**src/rtl/mem_arb_pkg.sv**
```systemverilog
// Shared types and constants for the fetch/data memory arbiter.
package mem_arb_pkg;

    typedef enum logic [1:0] {
        NONE,
        RSP_I,
        RSP_D,
        RSP_DERR
    } rsp_t;

    localparam logic [1:0] BYTE = 2'b00;
    localparam logic [1:0] HALF = 2'b01;
    localparam logic [1:0] WORD = 2'b10;
    localparam logic [2:0] F3_LW = 3'b010;

    function automatic logic bad_access(input logic [1:0] sz,
                                        input logic [1:0] a);
        logic bad;
        bad = 1'b0;
        unique case (sz)
            BYTE: bad = 1'b0;
            HALF: bad = a[0];
            WORD: bad = (a != 2'b00);
            default: bad = 1'b1;
        endcase
        return bad;
    endfunction

endpackage

```
**src/rtl/rr_arb2.sv**
```systemverilog
// Two-way round-robin arbiter; req[0] is fetch, req[1] is data.
module rr_arb2 (
    input  logic       clk,
    input  logic       reset,
    input  logic [1:0] req,
    input  logic       accept,
    output logic [1:0] gnt
);

    // 1 when data was granted most recently
    logic last_d;

    assign gnt[0] = req[0] & (~req[1] | last_d);
    assign gnt[1] = req[1] & (~req[0] | ~last_d);

    always_ff @(posedge clk) begin
        if (!reset) begin
            last_d <= 1'b0;
        end else if (accept) begin
            last_d <= gnt[1];
        end
    end

endmodule

```
**src/rtl/mem_arbiter.sv**
```systemverilog
// Shares one single-cycle memory port between instruction fetch and
// load/store, with round-robin grant and one-cycle responses.
module mem_arbiter
    import mem_arb_pkg::*;
#(
    parameter int ADDR_W = 13,
    parameter int DATA_W = 32
) (
    input  logic              clk,
    input  logic              reset,
    input  logic              i_req,
    input  logic [ADDR_W-1:0] i_addr,
    output logic              i_gnt,
    output logic              i_rvalid,
    output logic [DATA_W-1:0] i_rdata,
    input  logic              d_req,
    input  logic              d_we,
    input  logic [2:0]        d_funct3,
    input  logic [ADDR_W-1:0] d_addr,
    input  logic [DATA_W-1:0] d_wdata,
    output logic              d_gnt,
    output logic              d_rvalid,
    output logic [DATA_W-1:0] d_rdata,
    output logic              d_err,
    output logic              mem_write,
    output logic [2:0]        mem_funct3,
    output logic [ADDR_W-1:0] mem_addr,
    output logic [DATA_W-1:0] mem_din,
    input  logic [DATA_W-1:0] mem_dout
);

    logic [1:0]        req;
    logic [1:0]        gnt;
    logic              accept;
    logic              bad;
    rsp_t              state, state_nx;
    logic              we_q;
    logic [ADDR_W-1:0] addr_q, sel_addr;
    logic [2:0]        f3_q, sel_f3;
    logic [DATA_W-1:0] din_q, sel_din;

    assign req    = {d_req, i_req} & {2{reset}};
    assign i_gnt  = gnt[0];
    assign d_gnt  = gnt[1];
    assign accept = gnt[0] | gnt[1];
    assign bad    = bad_access(d_funct3[1:0], d_addr[1:0]);

    rr_arb2 u_arb (
        .clk    (clk),
        .reset  (reset),
        .req    (req),
        .accept (accept),
        .gnt    (gnt)
    );

    assign sel_addr   = d_gnt ? d_addr : i_addr;
    assign sel_f3     = d_gnt ? d_funct3 : F3_LW;
    assign sel_din    = d_gnt ? d_wdata : '0;
    // Idle cycles replay the last address so the read mux stays put
    assign mem_addr   = accept ? sel_addr : addr_q;
    assign mem_funct3 = accept ? sel_f3 : f3_q;
    assign mem_din    = accept ? sel_din : din_q;
    assign mem_write  = d_gnt & d_we & ~bad;

    always_ff @(posedge clk) begin
        if (!reset) begin
            state  <= NONE;
            we_q   <= 1'b0;
            addr_q <= '0;
            f3_q   <= F3_LW;
            din_q  <= '0;
        end else begin
            state <= state_nx;
            we_q  <= d_gnt & d_we;
            if (accept) begin
                addr_q <= sel_addr;
                f3_q   <= sel_f3;
                din_q  <= sel_din;
            end
        end
    end

    always_comb begin
        state_nx = NONE;
        i_rvalid = 1'b0;
        i_rdata  = '0;
        d_rvalid = 1'b0;
        d_rdata  = '0;
        d_err    = 1'b0;
        if (i_gnt) begin
            state_nx = RSP_I;
        end else if (d_gnt) begin
            state_nx = bad ? RSP_DERR : RSP_D;
        end
        if (reset) begin
            unique case (state)
                RSP_I: begin
                    i_rvalid = 1'b1;
                    i_rdata  = mem_dout;
                end
                RSP_D: begin
                    d_rvalid = 1'b1;
                    d_rdata  = we_q ? '0 : mem_dout;
                end
                RSP_DERR: begin
                    d_rvalid = 1'b1;
                    d_err    = 1'b1;
                end
                default: ;
            endcase
        end
    end

endmodule

```
**config.mk**
```make
export PLATFORM = sky130hd
export DESIGN_NAME = mem_arbiter
export DESIGN_NICKNAME = d
export VERILOG_FILES = /design/src/rtl/mem_arb_pkg.sv /design/src/rtl/rr_arb2.sv /design/src/rtl/mem_arbiter.sv
export SDC_FILE = /design/constraint.sdc
export NUM_CORES = 1
export LEC_CHECK = 0
export BUFFER_PORTS_ARGS = -buffer_cell sky130_fd_sc_hd__buf_2
export CELL_PAD_IN_SITES_DETAIL_PLACEMENT = 0
export CELL_PAD_IN_SITES_GLOBAL_PLACEMENT = 1
export CORE_MARGIN = 8
export CORE_UTILIZATION = 25
export CTS_BUF_LIST = sky130_fd_sc_hd__clkbuf_16
export DETAILED_ROUTE_END_ITERATION = 8
export MAX_ROUTING_LAYER = met4
export PLACE_DENSITY = 0.86
export SYNTH_ARGS = -nofsm -noshare
export SYNTH_HDL_FRONTEND = slang
export SYNTH_HIERARCHICAL = 1
export SYNTH_SLANG_ARGS = --single-unit
```
**constraint.sdc**
```tcl
create_clock -name clk -period 3.5 [get_ports clk]
set_input_delay 0.7 -clock clk [delete_from_list [all_inputs] [get_ports clk]]
set_output_delay 0.7 -clock clk [all_outputs]
set_load 0.03 [all_outputs]
```
; Yosys cells after proc, flatten, opt, wreduce, memory -nomap -nowiden
; Cells that the tools add are included.
[word_totals]
rom_bits = 0
n_memories = 0
latchBits = 0
register_bits = 52
mem_bits_rw = 0
[op_classes]
n_div = 0
n_eq_ne = 5
reduce_logical = 4
shift = 0
bitwise_logic = 14
n_lt_le_gt_ge = 0
n_mul = 0
mux = 21
add_sub_neg = 0
[ops]
columns = op, n
row1 = 2-to-1 mux 32 bit, 7
row2 = 2-to-1 mux 13 bit, 2
row3 = 2-to-1 mux 1 bit, 9
row4 = equality test 2 bit (second input constant), 3
row5 = 2-to-1 mux 3 bit, 2
row6 = NOT 1 bit, 6
row7 = bitwise AND 1 bit, 4
row8 = equality test 2 x 1 -> 1 bit (second input constant), 2
row9 = OR 1 bit, 3
row10 = case mux 1 bit (3 select lines), 1
row11 = OR reduction 3 bit, 1
row12 = bitwise AND 2 bit, 1
row13 = zero test 2 bit, 1
row14 = nonzero test 2 bit, 1
row15 = OR reduction 2 bit, 1

; Longest topological paths before layout
; Gate-level depths: netlist of the first run.
[depth]
depth_word = 6
mapped_depth = 10
mapped_depth_nobuf = 6

; Modules after synthesis
; The synthesis of the first run kept the hierarchy.
[modules_own_cells]
columns = module, area_each_um2, instances, cells_each
row1 = mem_arbiter, 2816.5, 1, 354
row2 = rr_arb2, 60.1, 1, 6

; Worst setup path before layout of the first run
; OpenSTA, ideal clock, no wires.
[synth_timing]
path_type = input port to output port
from = input port reset
to = output port mem_funct3[1]
path_slack_ps = -316
arrival_time_ps = 3116
required_time_ps = 2800
cell_stages = 6
cell_sequence = buf_2 and2_1 a21boi_0 buf_4 nor2_1 o21ai_0
[synth_via]
word_cells_on_any_way = 10
[synth_lines]
columns = element, line_no
row1 = from (decl), mem_arbiter.sv:10  ; input logic reset,
row2 = bitwise AND 2 bit, mem_arbiter.sv:42  ; assign req = {d_req, i_req} & {2{reset}};
row3 = net req[0], mem_arbiter.sv:32  ; logic [1:0] req;
row4 = bitwise AND 1 bit, rr_arb2.sv:13  ; assign gnt[0] = req[0] & (~req[1] | last_d);
row5 = net i_gnt, mem_arbiter.sv:13  ; output logic i_gnt,
row6 = OR 1 bit, mem_arbiter.sv:45  ; assign accept = gnt[0] | gnt[1];
row7 = 2-to-1 mux 3 bit, -
row8 = to (decl), mem_arbiter.sv:26  ; output logic [2:0] mem_funct3,
; The timed path passes the listed nets, and every way through them passes these cells.

; Final worst setup path of the first run
[layout_timing]
from = input port reset
to = output port mem_addr[10]
[layout_via]
elab_chain_len = 6
word_cells_on_any_way = 10
[layout_rtl]
columns = element, line_no
row1 = bitwise AND 2 bit *, mem_arbiter.sv:42
row2 = net req[0], mem_arbiter.sv:32
row3 = NOT 1 bit, rr_arb2.sv:14  ; assign gnt[1] = req[1] & (~req[0] | ~last_d);
row4 = OR 1 bit, rr_arb2.sv:14
row5 = bitwise AND 1 bit, rr_arb2.sv:14
row6 = 2-to-1 mux 13 bit or OR 1 bit (tied branches), "mem_arbiter.sv:56, mem_arbiter.sv:45"
row7 = 2-to-1 mux 13 bit *, -
row8 = to (decl), mem_arbiter.sv:27  ; output logic [ADDR_W-1:0] mem_addr,
; The timed path passes the listed nets; every way through them passes the cells marked *.

==> results.cfg, run 1 <==
[status]
status = completed

[pwr]
p_leak_nw = 2.30
peakVddDrop_mv = 0.205
cellPowerDensity_nw_per_um2 = 380

[timing]
hold_ws_ps = 560
finalHoldViolCount = 0
relSlewSlack_pct = 44.4
min_period_ps = 3030
rsz0062_at_grt = false
setup_tns_ps = 0
worst_pin_slew_ps = 834
drv_slew = 0
fmaxAchievable_mhz = 329
fin_crit_sh_pct = 86.7
finalClockSkew_ps = 6.38
fin_ws_ps = 465
setup_viol = 0

[floorplan]
core_area_um2 = 11300
initial_core_util_pct = 25.4
die_width_um = 123
pin_count = 216
rows = 39
dieArea_um2 = 15200
fp.dieH_um = 123

[logic_synthesis]
synthesis.instances = 360
synth.top_cell.area_share_pct = 36.2
ys_top_cells_by_area = dfxtp_1, and2_1, or3b_1
synth_top_cell_by_area = dfxtp_1
ys_ff_latch = 52
syn_avg_cell_area_um2 = 7.99
syn-num-nets = 458
ys_seq_area_share_pct = 36.2
synth-edff-count = 0
yosysWarnings = 6
synth_most_common_cell = nand2_1
syn-cell-area_um2 = 2880
async_flop_share_pct = 0
synthTopCellsByCount = nand2_1, and2_1, dfxtp_1
synth_cell_types = 28
ys.flop_type = dfxtp_1

[worst_setup_path]
worstSetupPathDepth = 7
crit_path_end = mem_addr[10]
worstPathMaxFanout = 41
cp-start-kind = input pin
r2r_cells = 5
critPathArrivalTime_ps = 2330
startpoint = reset
endpoint_kind = primary output
rrSetupSlack_ps = 1900
timing.rr.start = u_arb/last_d
cpMostUsedCell = buf_2
worstSetupPathType = input pin to primary output
slowest_delay_ps = 370
critPathSlowestCell = a21boi_4
crit_family = buffers and inverters
crit_required_ps = 2800
r2r_end = addr_q[0]
critPathBufInv = 3
cp_cell_sequence = buf_2 > and2_1 > a21boi_4 > buf_12 > mux2i_1 > a21oi_1 > buf_2

[routing]
drt_iter0_drc = 93
dr.pass1.iters = 4
routedWlPerCell_um = 14.4
wirelength_mm = 10.1
postRouteAntennaNets = 0
vias_per_cell = 4.38
via_count = 3083
drc = 0

[clock_network]
cts_buffer_depth = 2
ctsHoldBuffers = 0
cts_setup_buffers = 0
cts_resized = 0
clk_root_buffer_cell = clkbuf_16
clkSinkCount = 52
htreeDepth = 2
clk_latency_ps = 290
cts_tree = done
cts_buffers = 5
clkSlewWorstSetupHoldPaths_ps = 70

[worst_hold_path]
worstHoldStart = f3_q[1]
hold_class = register to register
hold_path_depth = 2

[global_route]
grt_pass1_wl_mm = 14.9
track_usage_pct = 12.5
grt_max_degree = 61
overflow = 0
grt_pass1_vias = 2983
antenna_found_initial = 1

[place]
post-dp-hpwl_mm = 8.19
gp_congestion = 0.820
placed_cell_area_um2 = 4050
place_ws_ps = 464
portBuffers = 215

[layout]
fillCellCount = 1181
final_cell_area_um2 = 4220
drive_gt1_share_pct = 41.6
final_net_count = 657
synthToLayoutAreaGrowth_pct = 46.8
final_util_pct = 37.3
area.sequential_um2 = 1040
multi_input_area_um2 = 1670

[run]
maxCapViolCount = 0
-- stage by stage --
step / std cells / power (W)
after CTS: 703 / 0.00163
after floorplan: 360 / 0.000908
final: 704 / 0.00160
after global placement: 695 / 0.00105
after global routing: 704 / 0.00169
after detailed placement: 695 / 0.00106
-- layout by cell type (no fill, tap or decap) --
| master | Yosys | layout |
|---|---|---|
| or3b_2 | 1 | 1 |
| inv_1 | 3 | 3 |
| buf_4 | 2 | 4 |
| buf_12 | 0 | 2 |
| nor3_1 | 1 | 1 |
| mux2i_1 | 13 | 13 |
| and2_1 | 67 | 67 |
| a21boi_4 | 0 | 2 |
| bufinv_16 | 0 | 1 |
| nand2_1 | 71 | 71 |
| dfxtp_1 | 52 | 52 |
| buf_2 | 11 | 215 |
| or3b_1 | 33 | 33 |
| o31ai_1 | 1 | 1 |
| o211a_1 | 1 | 1 |
| and4bb_2 | 1 | 1 |
| a211oi_1 | 13 | 13 |
| and3_1 | 2 | 2 |
| a21oi_1 | 48 | 48 |
| diode_2 | 0 | 1 |
| inv_8 | 0 | 1 |
| and3b_1 | 2 | 2 |
| clkinv_2 | 0 | 1 |
| o211ai_1 | 1 | 1 |
| clkinv_1 | 1 | 1 |
| o21ai_0 | 1 | 1 |
| a31o_1 | 1 | 1 |
| nor2b_1 | 13 | 13 |
| nor2_1 | 3 | 3 |
| clkbuf_16 | 0 | 5 |
-- power by group --
group | internal (W) | switching [W] | total (W)
Clock | 0.000341 | 0.000225 | 0.000566
Sequential | 0.000622 | 0.00000705 | 0.000630
Combinational | 0.000144 | 0.000265 | 0.000408
Total | 0.00111 | 0.000497 | 0.00160
-- area by class of cell --
class,instances,share of cell area [%]
antenna,1,0.0593
clock buffer,5,2.96
clock inverter,3,1.10
inverter,4,0.356
multi-input combinational,275,39.5
sequential,52,24.7
tap,143,4.24
timing repair buffer,221,27.1
-- how the worst min path moves through the flow --
| stage | to |
|---|---|
| finish | f3_q[1] |
| CTS | din_q[6] |
| global route | din_q[19] |
| detailed placement | f3_q[1] |
| floorplan | f3_q[1] |
| global placement | f3_q[1] |
-- routing by layer --
| metal | part of all wire, % | up-vias | global-route usage [%] |
|---|---|---|---|
| met5 | 0 | - | - |
| met1 | 40 | 1359 | 14.0 |
| met4 | 0.78 | 0 | 2.86 |
| met2 | 49 | 124 | 21.9 |
| met3 | 10 | 7 | 3.06 |
| li1 | - | 1593 | - |
-- tightest hold or removal path: stages (launching register included) --
cell	delay (ps)
dfxtp_1	310
nor2_1	50
o211ai_1	160
-- sequential cells by signal, summed over array words and instances (netlist names) --
signal / count
u_arb/last_d: 1
state: 2
f3_q: 3
we_q: 1
addr_q: 13
din_q: 32
-- logic make-up (layout without fill, tap and decap cells) --
| group | after synthesis | after routing | synth area share [%] |
|---|---|---|---|
| AND/OR/NAND/NOR | 194 | 194 | 39.1 |
| multiplexers | 13 | 13 | 4.52 |
| other | 0 | 1 | 0 |
| AO/OA/AOI/OAI | 68 | 68 | 13.7 |
| flip-flops | 52 | 52 | 36.2 |
| buffers and inverters | 33 | 233 | 6.48 |
(Power assumes the default switching activity.)
==> run 2, diff against run 1 <==
==> constraint.sdc (replaced) <==
create_clock -name clk -period 3.5 [get_ports clk]
set_input_delay 0.525 -clock clk [delete_from_list [all_inputs] [get_ports clk]]
set_output_delay 0.525 -clock clk [all_outputs]
set_load 0.03 [all_outputs]
==> results.cfg, run 2 (synthesized netlist as in run 1, its figures left out) <==
[worst_setup_path]
r2r_cells = 4
crit_required_ps = 2970
critPathArrivalTime_ps = 2300
endpoint_kind = primary output
rrSetupSlack_ps = 1790
cp-start-kind = input pin
timing.rr.start = u_arb/last_d
r2r_end = addr_q[6]
worstPathMaxFanout = 23
worstSetupPathType = input pin to primary output

[pwr]
peakVddDrop_mv = 0.206
p_leak_nw = 2.28
cellPowerDensity_nw_per_um2 = 365

[clock_network]
cts_buffers = 5
ctsHoldBuffers = 0
cts_tree = done
clk_root_buffer_cell = clkbuf_16
cts_setup_buffers = 0
clkSlewWorstSetupHoldPaths_ps = 70
clk_latency_ps = 290
cts_resized = 0
htreeDepth = 2
cts_buffer_depth = 2
clkSinkCount = 52

[global_route]
grt_max_degree = 53
overflow = 0
grt_pass1_wl_mm = 15.1
grt_pass1_vias = 3107
antenna_found_initial = 0
track_usage_pct = 12.5

[layout]
multi_input_area_um2 = 1670
top_regs = din_q x32, addr_q x13, f3_q x3
final_common_cell = buf_2
area.sequential_um2 = 1040
synthToLayoutAreaGrowth_pct = 44.9
layout_common_cells = buf_2, nand2_1, and2_1, dfxtp_1, a21oi_1
fillCellCount = 1200
drive_gt1_share_pct = 41.4
final_net_count = 657
diodes = 0
largest_reg_flops = 32
regMostFlops = din_q
final_util_pct = 36.8

[floorplan]
dieArea_um2 = 15200
initial_core_util_pct = 25.4
core_area_um2 = 11300
pin_count = 216
rows = 39
die_width_um = 123
fp.dieH_um = 123

[timing]
setup_tns_ps = 0
setup_viol = 0
drv_slew = 0
relSlewSlack_pct = 46.6
worst_pin_slew_ps = 801
min_period_ps = 2830
finalHoldViolCount = 0
rsz0062_at_grt = false
finalClockSkew_ps = 4.11
fin_crit_sh_pct = 80.8
fmaxAchievable_mhz = 354

[worst_hold_path]
worstHoldStart = d_wdata[13]
hold_class = input pin to register
min_to = din_q[13]
hold_path_depth = 3

[run]
maxCapViolCount = 0

[status]
status = completed

[place]
post-dp-hpwl_mm = 8.16
gp_congestion = 0.868
portBuffers = 215

[routing]
drt_iter0_drc = 69
vias_per_cell = 4.47
drc = 0
via_count = 3140
postRouteAntennaNets = 0
dr.pass1.iters = 4
wirelength_mm = 10.2
routedWlPerCell_um = 14.5
-- run 2: cell count changes in the layout (fill, tap and decap cells not counted), sizes merged --
cell | before | now
bufinv | 1 | 0
clkinvlp | 0 | 1
diode | 1 | 0
-- run 2: how the worst max path moves through the flow --
stage	slack (ps)	to	startpoint	cells past startpoint
after global routing	490	mem_addr[10]	reset	6
after CTS	630	mem_addr[10]	reset	6
after detailed placement	630	mem_addr[10]	reset	6
after floorplan	30	mem_funct3[1]	reset	6
final	670	mem_addr[10]	reset	6
after global placement	750	mem_addr[1]	reset	6
-- run 2: power breakdown --
group	internal (W)	switching (W)	leakage (nW)
Clock	0.000264	0.000224	0.0712
Combinational	0.000140	0.000265	1.79
Sequential	0.000623	0.00000718	0.426
Total	0.00103	0.000496	2.28
-- run 2: cell type report --
class	count	share of cell area, %
multi-input combinational	275	40.0
timing repair buffer	221	26.9
sequential	52	25.0
tap	143	4.29
clock buffer	5	3.00
clock inverter	3	0.480
inverter	4	0.360
-- run 2: critical path: stages --
cell      delay (ps)
buf_2            190
and2_1           230
a21boi_4         220
clkinv_1         530
a21oi_1          360
buf_2            240
-- run 2: per-layer routing --
layer	GRT usage, %	wire length [um]	part of all wire, %	vias up
li1	-	-	-	1597
met3	2.74	1000	9.8	2
met1	12.6	3810	37	1401
met2	24.2	5370	53	140
met5	-	0	0	-
met4	2.48	34	0.33	0
-- run 2: stage by stage --
stage / cell area [um^2] / total power [W] / cells / setup WS, ps / hold WS, ps
detailed placement: 4020 / 0.00105 / 695 / 631 / 515
floorplan: 2880 / 0.000908 / 360 / 34.1 / 487
global route: 4170 / 0.00161 / 703 / 485 / 506
finish: 4170 / 0.00152 / 703 / 673 / 503
CTS: 4170 / 0.00156 / 703 / 627 / 492
global placement: 4020 / 0.00105 / 695 / 751 / 505
==> run 3, diff against run 2 <==
--- a/config.mk
+++ b/config.mk
@@ -5,6 +5,7 @@
 export SDC_FILE = /design/constraint.sdc
 export NUM_CORES = 1
 export LEC_CHECK = 0
+export ABC_AREA = 1
 export BUFFER_PORTS_ARGS = -buffer_cell sky130_fd_sc_hd__buf_2
 export CELL_PAD_IN_SITES_DETAIL_PLACEMENT = 0
 export CELL_PAD_IN_SITES_GLOBAL_PLACEMENT = 1
@@ -13,7 +14,7 @@
 export CTS_BUF_LIST = sky130_fd_sc_hd__clkbuf_16
 export DETAILED_ROUTE_END_ITERATION = 8
 export MAX_ROUTING_LAYER = met4
-export PLACE_DENSITY = 0.86
+export PLACE_DENSITY = 0.89
 export SYNTH_ARGS = -nofsm -noshare
 export SYNTH_HDL_FRONTEND = slang
 export SYNTH_HIERARCHICAL = 1
==> constraint.sdc (replaced) <==
create_clock -name clk -period 2.8 [get_ports clk]
set_input_delay 0.42 -clock clk [delete_from_list [all_inputs] [get_ports clk]]
set_output_delay 0.42 -clock clk [all_outputs]
set_load 0.03 [all_outputs]
==> results.cfg, run 3 <==
[layout]
layout_common_cells = buf_2, nand2_1, inv_1, dfxtp_1, nor2_1
regMostFlops = din_q
final_net_count = 738
final_cell_area_um2 = 4150
top_regs = din_q x32, addr_q x13, f3_q x3
fillCellCount = 1215
final_common_cell = buf_2
drive_gt1_share_pct = 41.2
synthToLayoutAreaGrowth_pct = 46.6
largest_reg_flops = 32
final_util_pct = 37.0
area.sequential_um2 = 1040
multi_input_area_um2 = 1400

[pwr]
cellPowerDensity_nw_per_um2 = 457
seq_power_share_pct = 41.5
swShare_pct = 33.3
p_int_w = 0.00126
peakVddDrop_mv = 0.254
p_leak_nw = 2.54
pwr-share-comb_pct = 27.7
p_clk_share_pct = 30.8
p_sw_w = 0.000632

[clock_network]
htreeDepth = 2
clk_root_buffer_cell = clkbuf_16
clkSinkCount = 52
clk_latency_ps = 280
cts_resized = 0
cts_buffer_depth = 2
cts_setup_buffers = 0
cts_buffers = 5
ctsHoldBuffers = 0
clkSlewWorstSetupHoldPaths_ps = 70
cts_tree = done

[routing]
drt_iter0_drc = 83
drc = 0
postRouteAntennaNets = 0
dr.pass1.iters = 4
routedWlPerCell_um = 12.6
via_count = 3308
wirelength_mm = 9.88
vias_per_cell = 4.21

[logic_synthesis]
synth_cell_types = 18
synth.top_cell.area_share_pct = 36.8
ys_seq_area_share_pct = 36.8
syn_avg_cell_area_um2 = 6.48
ys.flop_type = dfxtp_1
syn-cell-area_um2 = 2830
async_flop_share_pct = 0
synth_most_common_cell = nand2_1
ys_top_cells_by_area = dfxtp_1, nand2_1, nor3_2
yosysWarnings = 6
syn-num-nets = 535
ys_ff_latch = 52
synthTopCellsByCount = nand2_1, inv_1, dfxtp_1
synth_top_cell_by_area = dfxtp_1
synthesis.instances = 437
synth-edff-count = 0

[worst_setup_path]
critPathArrivalTime_ps = 1970
worstSetupPathType = input pin to primary output
startpoint = reset
crit_required_ps = 2380
timing.rr.start = u_arb/last_d
cp-start-kind = input pin
endpoint_kind = primary output
worstPathMaxFanout = 14

[timing]
finalClockSkew_ps = 2.37
rsz0062_at_grt = false
fin_crit_sh_pct = 85.3
fmaxAchievable_mhz = 419
finalHoldViolCount = 0
worst_pin_slew_ps = 901
drv_slew = 0
setup_tns_ps = 0
setup_viol = 0
relSlewSlack_pct = 39.9
min_period_ps = 2390

[global_route]
grt_pass1_vias = 3267
antenna_found_initial = 1
track_usage_pct = 12.9
grt_max_degree = 38
grt_pass1_wl_mm = 15.5
overflow = 0

[floorplan]
die_width_um = 122
dieArea_um2 = 15000
fp.dieH_um = 122
initial_core_util_pct = 25.2
pin_count = 216
core_area_um2 = 11200
rows = 39

[place]
post-dp-hpwl_mm = 7.93
placed_cell_area_um2 = 4010
portBuffers = 215
gp_congestion = 0.734

[worst_hold_path]
worstHoldStart = d_wdata[2]
hold_class = input pin to register

[status]
status = completed

[run]
maxCapViolCount = 0
[run 3: cell count changes in the layout (fill, tap and decap cells not counted), moves of 26 or more]
cell	previous run	this run
nor3_2	0	30
or3b_1	33	0
nand2_1	71	157
and2_1	67	0
inv_1	4	59
nand3_1	0	26
nor2_1	3	42
[run 3: cell families (layout without fill, tap and decap cells)]
logic type      Yosys count  count (layout)  synth area share (%)
other cells               0               1                     0
buf+inv                  88             292                  13.7
flops                    52              52                  36.8
compound gates           37              37                  6.63
simple gates            260             260                  42.8
[run 3: power by group through the flow]
| stage | Sequential (W) | Combinational, W | Clock [W] |
|---|---|---|---|
| finish | 0.000786 | 0.000526 | 0.000584 |
| detailed placement | 0.000803 | 0.000533 | 0 |
| global placement | 0.000802 | 0.000533 | 0 |
| global route | 0.000790 | 0.000579 | 0.000642 |
| floorplan | 0.000801 | 0.000353 | 0 |
| CTS | 0.000786 | 0.000534 | 0.000605 |
[run 3: layout make-up]
class	instances	area share (%)
clock inverters	3	0.271
flip-flops and latches	52	25.1
inverters	59	5.34
multi-input cells	297	33.8
clock buffers	5	3.02
repair buffers	225	28.1
diodes	1	0.0603
well taps	143	4.31
[run 3: stage by stage]
stage          setup WS, ps  hold slack, ps  std cells  power [W]
2_1_floorplan          83.6             446        437    0.00115
3_3_place_gp            442             457        776    0.00134
3_5_place_dp            382             461        776    0.00134
4_1_cts                 367             397        784    0.00193
5_1_grt                 125             403        785    0.00201
6_report                411             403        785    0.00190
[run 3: critical path, cell delays in order]
cell	delay, ps
buf_2	220
nand2_1	70
inv_1	70
nand2_1	50
nand2_1	80
clkinv_1	170
inv_1	410
nand3_1	130
nand3_1	130
buf_2	220
[run 3: metal layers]
layer | share of wire (%) | routed length (um) | up-vias | GRT usage, %
met3 | 10 | 1030 | 5 | 3.54
met2 | 46 | 4500 | 144 | 21.6
met1 | 43 | 4290 | 1422 | 15.3
li1 | - | - | 1737 | -
met5 | 0 | 0 | - | -
met4 | 0.56 | 55 | 0 | 2.28
[run 3: path summary, 6_finish.rpt]
check	endpoint	slack, ps	cells after the start
hold reg to reg	f3_q[0]	470	2
setup / recovery	mem_addr[1]	410	10
setup reg to reg	addr_q[2]	1320	8
hold / removal	din_q[2]	400	3
